<file path="config.mk">
export PLATFORM = sky130hd
export DESIGN_NAME = reg_seq_ctrl
export DESIGN_NICKNAME = d
export VERILOG_FILES = /design/src/rtl/reg_seq_ctrl_pkg.sv /design/src/rtl/reg_seq_ctrl_arith.sv /design/src/rtl/reg_seq_ctrl.sv
export SDC_FILE = /design/constraint.sdc
export NUM_CORES = 1
export LEC_CHECK = 0
export ABC_AREA = 1
export CAP_MARGIN = 20
export CELL_PAD_IN_SITES_DETAIL_PLACEMENT = 1
export CELL_PAD_IN_SITES_GLOBAL_PLACEMENT = 1
export CORE_ASPECT_RATIO = 0.8
export CORE_MARGIN = 2
export CORE_UTILIZATION = 35
export CTS_BUF_LIST = sky130_fd_sc_hd__clkbuf_4
export DETAILED_ROUTE_END_ITERATION = 7
export GPL_ROUTABILITY_DRIVEN = 0
export GPL_TIMING_DRIVEN = 1
export PLACE_DENSITY = 0.91
export SLEW_MARGIN = 20
export SYNTH_ARGS = -nofsm -noshare
export SYNTH_HDL_FRONTEND = slang
export SYNTH_SLANG_ARGS = --single-unit
</file>
<file path="constraint.sdc">
create_clock -name clk -period 4.35 [get_ports clk]
set_input_delay 0.6525 -clock clk [delete_from_list [all_inputs] [get_ports clk]]
set_output_delay 0.6525 -clock clk [all_outputs]
set_load 0.005 [all_outputs]
</file>
<file path="src/rtl/reg_seq_ctrl_pkg.sv">
// Shared types and constants for the register/PC sequencer and its adder.
package reg_seq_pkg;

  localparam int DATA_W = 10;
  localparam int JUMP_DEFAULT_OFF = 16;

  typedef enum logic [2:0] {
    OP_NOP  = 3'd0,
    OP_INCR = 3'd1,
    OP_DECR = 3'd2,
    OP_JIZR = 3'd3,
    OP_JNZR = 3'd4
  } op_e;

  typedef enum logic [1:0] {
    S_IDLE = 2'd0,
    S_REG  = 2'd1,
    S_PCU  = 2'd2
  } state_e;

  // Unused encodings 5-7 behave as NOP.
  function automatic op_e op_decode(input logic [2:0] code);
    case (code)
      3'd1:    op_decode = OP_INCR;
      3'd2:    op_decode = OP_DECR;
      3'd3:    op_decode = OP_JIZR;
      3'd4:    op_decode = OP_JNZR;
      default: op_decode = OP_NOP;
    endcase
  endfunction

  function automatic logic op_needs_reg(input op_e op);
    op_needs_reg = (op == OP_INCR) || (op == OP_DECR);
  endfunction

endpackage

</file>
<file path="src/rtl/reg_seq_ctrl_arith.sv">
// Shared adder: +1, -1, or +jump offset (2*v, or 16 when v is zero).
module reg_arithmetic
  import reg_seq_pkg::*;
#(
  parameter int WIDTH = DATA_W
) (
  input  logic [WIDTH-1:0] x,
  input  logic [2:0]       v,
  input  logic             incr,
  input  logic             decr,
  input  logic             jizr,
  input  logic             jnzr,
  output logic [WIDTH-1:0] res
);

  logic [WIDTH-1:0] off;

  always_comb begin
    off = (v != 3'd0) ? WIDTH'({v, 1'b0}) : WIDTH'(JUMP_DEFAULT_OFF);
    res = x;
    if (jizr || jnzr) begin
      res = x + off;
    end else if (incr) begin
      res = x + WIDTH'(1);
    end else if (decr) begin
      res = x - WIDTH'(1);
    end
  end

endmodule

</file>
<file path="src/rtl/reg_seq_ctrl.sv">
// Op sequencer owning the PC; one shared adder serves register updates (REG)
// and PC updates (PCU). Handshake: an op transfers on any cycle with op_valid && op_ready.
module reg_seq_ctrl
  import reg_seq_pkg::*;
#(
  parameter int              WIDTH    = DATA_W,
  parameter int              NREG     = 8,
  parameter logic [WIDTH-1:0] RESET_PC = '0,
  localparam int             RSEL_W   = $clog2(NREG)
) (
  input  logic              clk,
  input  logic              reset,
  input  logic              op_valid,
  output logic              op_ready,
  input  logic [2:0]        op_code,
  input  logic [RSEL_W-1:0] op_rsel,
  input  logic [2:0]        op_v,
  input  logic              stall,
  output logic [RSEL_W-1:0] reg_raddr,
  input  logic [WIDTH-1:0]  reg_rdata,
  output logic              reg_we,
  output logic [RSEL_W-1:0] reg_waddr,
  output logic [WIDTH-1:0]  reg_wdata,
  output logic [WIDTH-1:0]  pc,
  output logic              done,
  output logic              res_zero,
  output state_e            dbg_state
);

  state_e            state;
  op_e               op_q;
  op_e               op_in;
  logic [RSEL_W-1:0] rsel_q;
  logic [2:0]        v_q;
  logic [WIDTH-1:0]  pc_q;
  logic              res_zero_q;

  logic              accept;
  logic              in_reg;
  logic              in_pcu;
  logic              taken;

  logic [WIDTH-1:0]  ax;
  logic              a_incr;
  logic              a_decr;
  logic              a_jizr;
  logic              a_jnzr;
  logic [WIDTH-1:0]  ares;

  assign op_in    = op_decode(op_code);
  assign in_reg   = (state == S_REG);
  assign in_pcu   = (state == S_PCU);
  assign op_ready = (state == S_IDLE || state == S_PCU) && !stall;
  assign accept   = op_valid && op_ready;

  assign reg_raddr = rsel_q;
  assign reg_waddr = rsel_q;
  assign reg_wdata = ares;
  // Gated by reset so an op aborted in REG never reaches the register file.
  assign reg_we    = in_reg && !stall && !reset;
  assign done      = in_pcu && !stall && !reset;
  assign pc        = pc_q;
  assign res_zero  = res_zero_q;
  assign dbg_state = state;

  assign taken = ((op_q == OP_JIZR) && (reg_rdata == '0)) ||
                 ((op_q == OP_JNZR) && (reg_rdata != '0));

  // Operand mux: REG feeds the register value, PCU feeds the PC.
  always_comb begin
    ax     = pc_q;
    a_incr = 1'b0;
    a_decr = 1'b0;
    a_jizr = 1'b0;
    a_jnzr = 1'b0;
    if (in_reg) begin
      ax     = reg_rdata;
      a_incr = (op_q == OP_INCR);
      a_decr = (op_q == OP_DECR);
    end else if (in_pcu) begin
      if (taken) begin
        a_jizr = (op_q == OP_JIZR);
        a_jnzr = (op_q == OP_JNZR);
      end else begin
        a_incr = 1'b1;
      end
    end
  end

  reg_arithmetic #(.WIDTH(WIDTH)) u_arith (
    .x    (ax),
    .v    (v_q),
    .incr (a_incr),
    .decr (a_decr),
    .jizr (a_jizr),
    .jnzr (a_jnzr),
    .res  (ares)
  );

  always_ff @(posedge clk) begin
    if (reset) begin
      state      <= S_IDLE;
      op_q       <= OP_NOP;
      rsel_q     <= '0;
      v_q        <= '0;
      pc_q       <= RESET_PC;
      res_zero_q <= 1'b0;
    end else if (!stall) begin
      if (accept) begin
        op_q   <= op_in;
        rsel_q <= op_rsel;
        v_q    <= op_v;
      end
      case (state)
        S_IDLE: begin
          if (accept) begin
            state <= op_needs_reg(op_in) ? S_REG : S_PCU;
          end
        end
        S_REG: begin
          res_zero_q <= (ares == '0);
          state      <= S_PCU;
        end
        S_PCU: begin
          pc_q <= ares;
          if (accept) begin
            state <= op_needs_reg(op_in) ? S_REG : S_PCU;
          end else begin
            state <= S_IDLE;
          end
        end
        default: state <= S_IDLE;
      endcase
    end
  end

endmodule

</file>
==> impl_metrics.json <==
{
  "hold_viol": 0,
  "cp-end-kind": "output pin",
  "synth_seq_area_share_pct": 20.95,
  "rsz0062_at_grt": "false",
  "critPathKind": "primary input to output pin",
  "drt_wl_total_um": 7145,
  "dpl_cell_area_sq_um": 2675,
  "cts_setup_buffers": 0,
  "drive_gt1_share_pct": 12.72,
  "final_cells": 474,
  "yosysTopAreaCell": "dfxtp_1",
  "final-setup-viol-count": 0,
  "syn_avg_cell_area_sq_um": 6.075,
  "leakage_nw": 1.228,
  "num_rows": 25,
  "cts_resized": 0,
  "synthFlopType": "dfxtp_1",
  "synth_cells": 346,
  "die_w_um": 90.65,
  "ios": 55,
  "cp-start-kind": "primary input",
  "insertedDiodeCount": 0,
  "num-fill-cells": 799,
  "setup_slack_ps": 360.6,
  "cts_sinks": 22,
  "async_flop_share_pct": 0,
  "drt-pass1-iter-count": 4,
  "crit_chain": "clkdlybuf4s50_1, nand3_1, nand2_1, ha_1, inv_1, fa_1, o21ai_0, nand2_1, nand2_1, nand3_1, nand3_1, nand2_2, inv_1, clkdlybuf4s50_1",
  "post-route-period-util_pct": 91.71,
  "utilization_pct": 46.12,
  "tightest_slew_ps": 556.8,
  "ant_nets": 0,
  "worstPathArrival_ps": 3340,
  "switchingPower_uw": 224.5,
  "cap_violations": 0,
  "outcome": "finished, final reports clean",
  "synth_area_leaders": "dfxtp_1 (21%), nand2_1 (15%), nand3_1 (7.9%)",
  "setup_tns_ps": 0,
  "pwr-share-clk_pct": 16.4,
  "grt_pass1_vias": 2470,
  "cts_tree": "yes",
  "relSlewSlack_pct": 62.83,
  "slowest_stage": "clkdlybuf4s50_1",
  "area_delta_synth_final_pct": 28.33,
  "syn_area_sq_um": 2102,
  "synth_cell_types": 37,
  "cts-hold-fix-buffers": 0,
  "start_util_pct": 35.94,
  "coreArea_sq_um": 5849,
  "fin_nets": 424,
  "fin_skew_ps": 9.970,
  "grt.overflow.total": 0,
  "insertion_delay_ps": 310,
  "hpwl_um": 5752,
  "grt_max_degree": 19,
  "sw_frac_of_total_pct": 38.35,
  "power_density_nw_per_um2": 217.0,
  "crit_path_max_incr_delay_ps": 500,
  "hold_class": "register to register",
  "vias_per_cell": 5.148,
  "ir_worst_vdd_mv": 0.1539,
  "finalPower_uw": 585.3,
  "root_buffer": "clkbuf_4",
  "power.internal_uw": 360.8,
  "drc": 0,
  "combinationalPowerShare_pct": 44.4,
  "post-route-min-period_ps": 3989,
  "cts_htree_levels": 1,
  "clock_path_buffers": 2,
  "cp.required_ps": 3700,
  "antenna_found_initial": 0,
  "die_y_um": 73.32,
  "netlist_top_cells_count": "nand2_1 (83), inv_1 (43), nor2_1 (41), nand3_1 (33), o21ai_0 (24)",
  "numCtsBuffers": 3,
  "syn_nets": 375,
  "grt_pass1_wl_um": 11740,
  "yosysWarnings": 0,
  "clkSlewWorstSetupHoldPaths_ps": 130,
  "grtUsageTotal_pct": 22.04,
  "post-place-ws_ps": 361.9,
  "cp_max_fo": 5,
  "drv_slew": 0,
  "num_vias": 2440,
  "p_seq_share_pct": 39.2,
  "final_area_sq_um": 2698,
  "fmax_mhz": 250.7,
  "ys_ff_latch": 22,
  "die-area_sq_um": 6646,
  "holdWs_ps": 515.1,
  "wl_per_cell_um": 15.07,
  "synth_top_cell_area_share_pct": 20.95,
  "port_buffers": 54,
  "dp.cells": 471,
  "drt_iter0_drc": 93,
  "synth_edf_count": 0,
  "synth.most_common_cell": "nand2_1"
}
registers in the layout (all words and copies together) (netlist names):
signal,count
op_q,3
v_q,3
reg_raddr,3
dbg_state,2
res_zero,1
pc,10
critical path, delay by kind of cell:
family / cells / cell delay [ps]
adder cells (fa/ha/maj): 2 / 590
AO/OA/AOI/OAI: 1 / 170
AND/OR/NAND/NOR: 7 / 800
buffers and inverters: 4 / 1100
path summary, 6_finish.rpt:
| path | startpoint | end | slack (ps) | cells after the start |
|---|---|---|---|---|
| hold / removal | res_zero$_SDFFE_PP0P_ | res_zero$_SDFFE_PP0P_ | 520 | 2 |
| setup / recovery | reg_rdata[1] | reg_wdata[9] | 360 | 14 |
| setup reg to reg | dbg_state[1]$_SDFFE_PP0P_ | res_zero$_SDFFE_PP0P_ | 1510 | 18 |
| hold reg to reg | res_zero$_SDFFE_PP0P_ | res_zero$_SDFFE_PP0P_ | 520 | 2 |
cell usage in the layout (no fill, tap or decap), types with 3 or more instances in the layout:
cell	n
a21oi_1	16
clkbuf_4	3
clkdlybuf4s50_1	54
dfxtp_1	22
ha_1	5
inv_1	43
inv_2	5
nand2_1	83
nand2_2	15
nand2_4	4
nand3_1	33
nand3_2	6
nand3b_1	3
nor2_1	41
nor2_2	3
nor3_1	5
o211ai_1	4
o21ai_0	24
o21ai_1	3
cells by family after synthesis:
| logic type | synth area share (%) |
|---|---|
| AO/OA/AOI/OAI | 14.70 |
| buffers and inverters | 12.50 |
| AND/OR/NAND/NOR | 47.08 |
| adder cells (fa/ha/maj) | 3.929 |
| flip-flops | 20.95 |
| XOR/XNOR | 0.8335 |
power by group through the flow:
stage | registers [mW] | logic, mW | clock network, mW
final | 0.229 | 0.260 | 0.0960
after global routing | 0.231 | 0.289 | 0.104
after CTS | 0.229 | 0.261 | 0.0978
after detailed placement | 0.233 | 0.259 | 0
after global placement | 0.233 | 0.249 | 0
after floorplan | 0.230 | 0.150 | 0
per-layer routing:
| layer | track usage, % | share of wire, % | wire [um] | up-vias |
|---|---|---|---|---|
| li1 | - | - | - | 1203 |
| met1 | 28.68 | 49 | 3486 | 1184 |
| met3 | 2.974 | 3.9 | 279 | 10 |
| met4 | 7.179 | 1.9 | 138 | 0 |
| met5 | 0 | 0 | 0 | - |
| met2 | 38.31 | 45 | 3241 | 43 |
cell type report:
type | count | area (sq um) | share of cell area (%)
clock buffer | 3 | 22.52 | 0.8349
inverter | 49 | 186.4 | 6.911
multi-input combinational | 264 | 1399 | 51.86
sequential | 22 | 440.4 | 16.33
tap | 81 | 101.3 | 3.757
timing repair buffer | 55 | 548.0 | 20.32
Note: power is estimated with default switching activity, not from simulation.
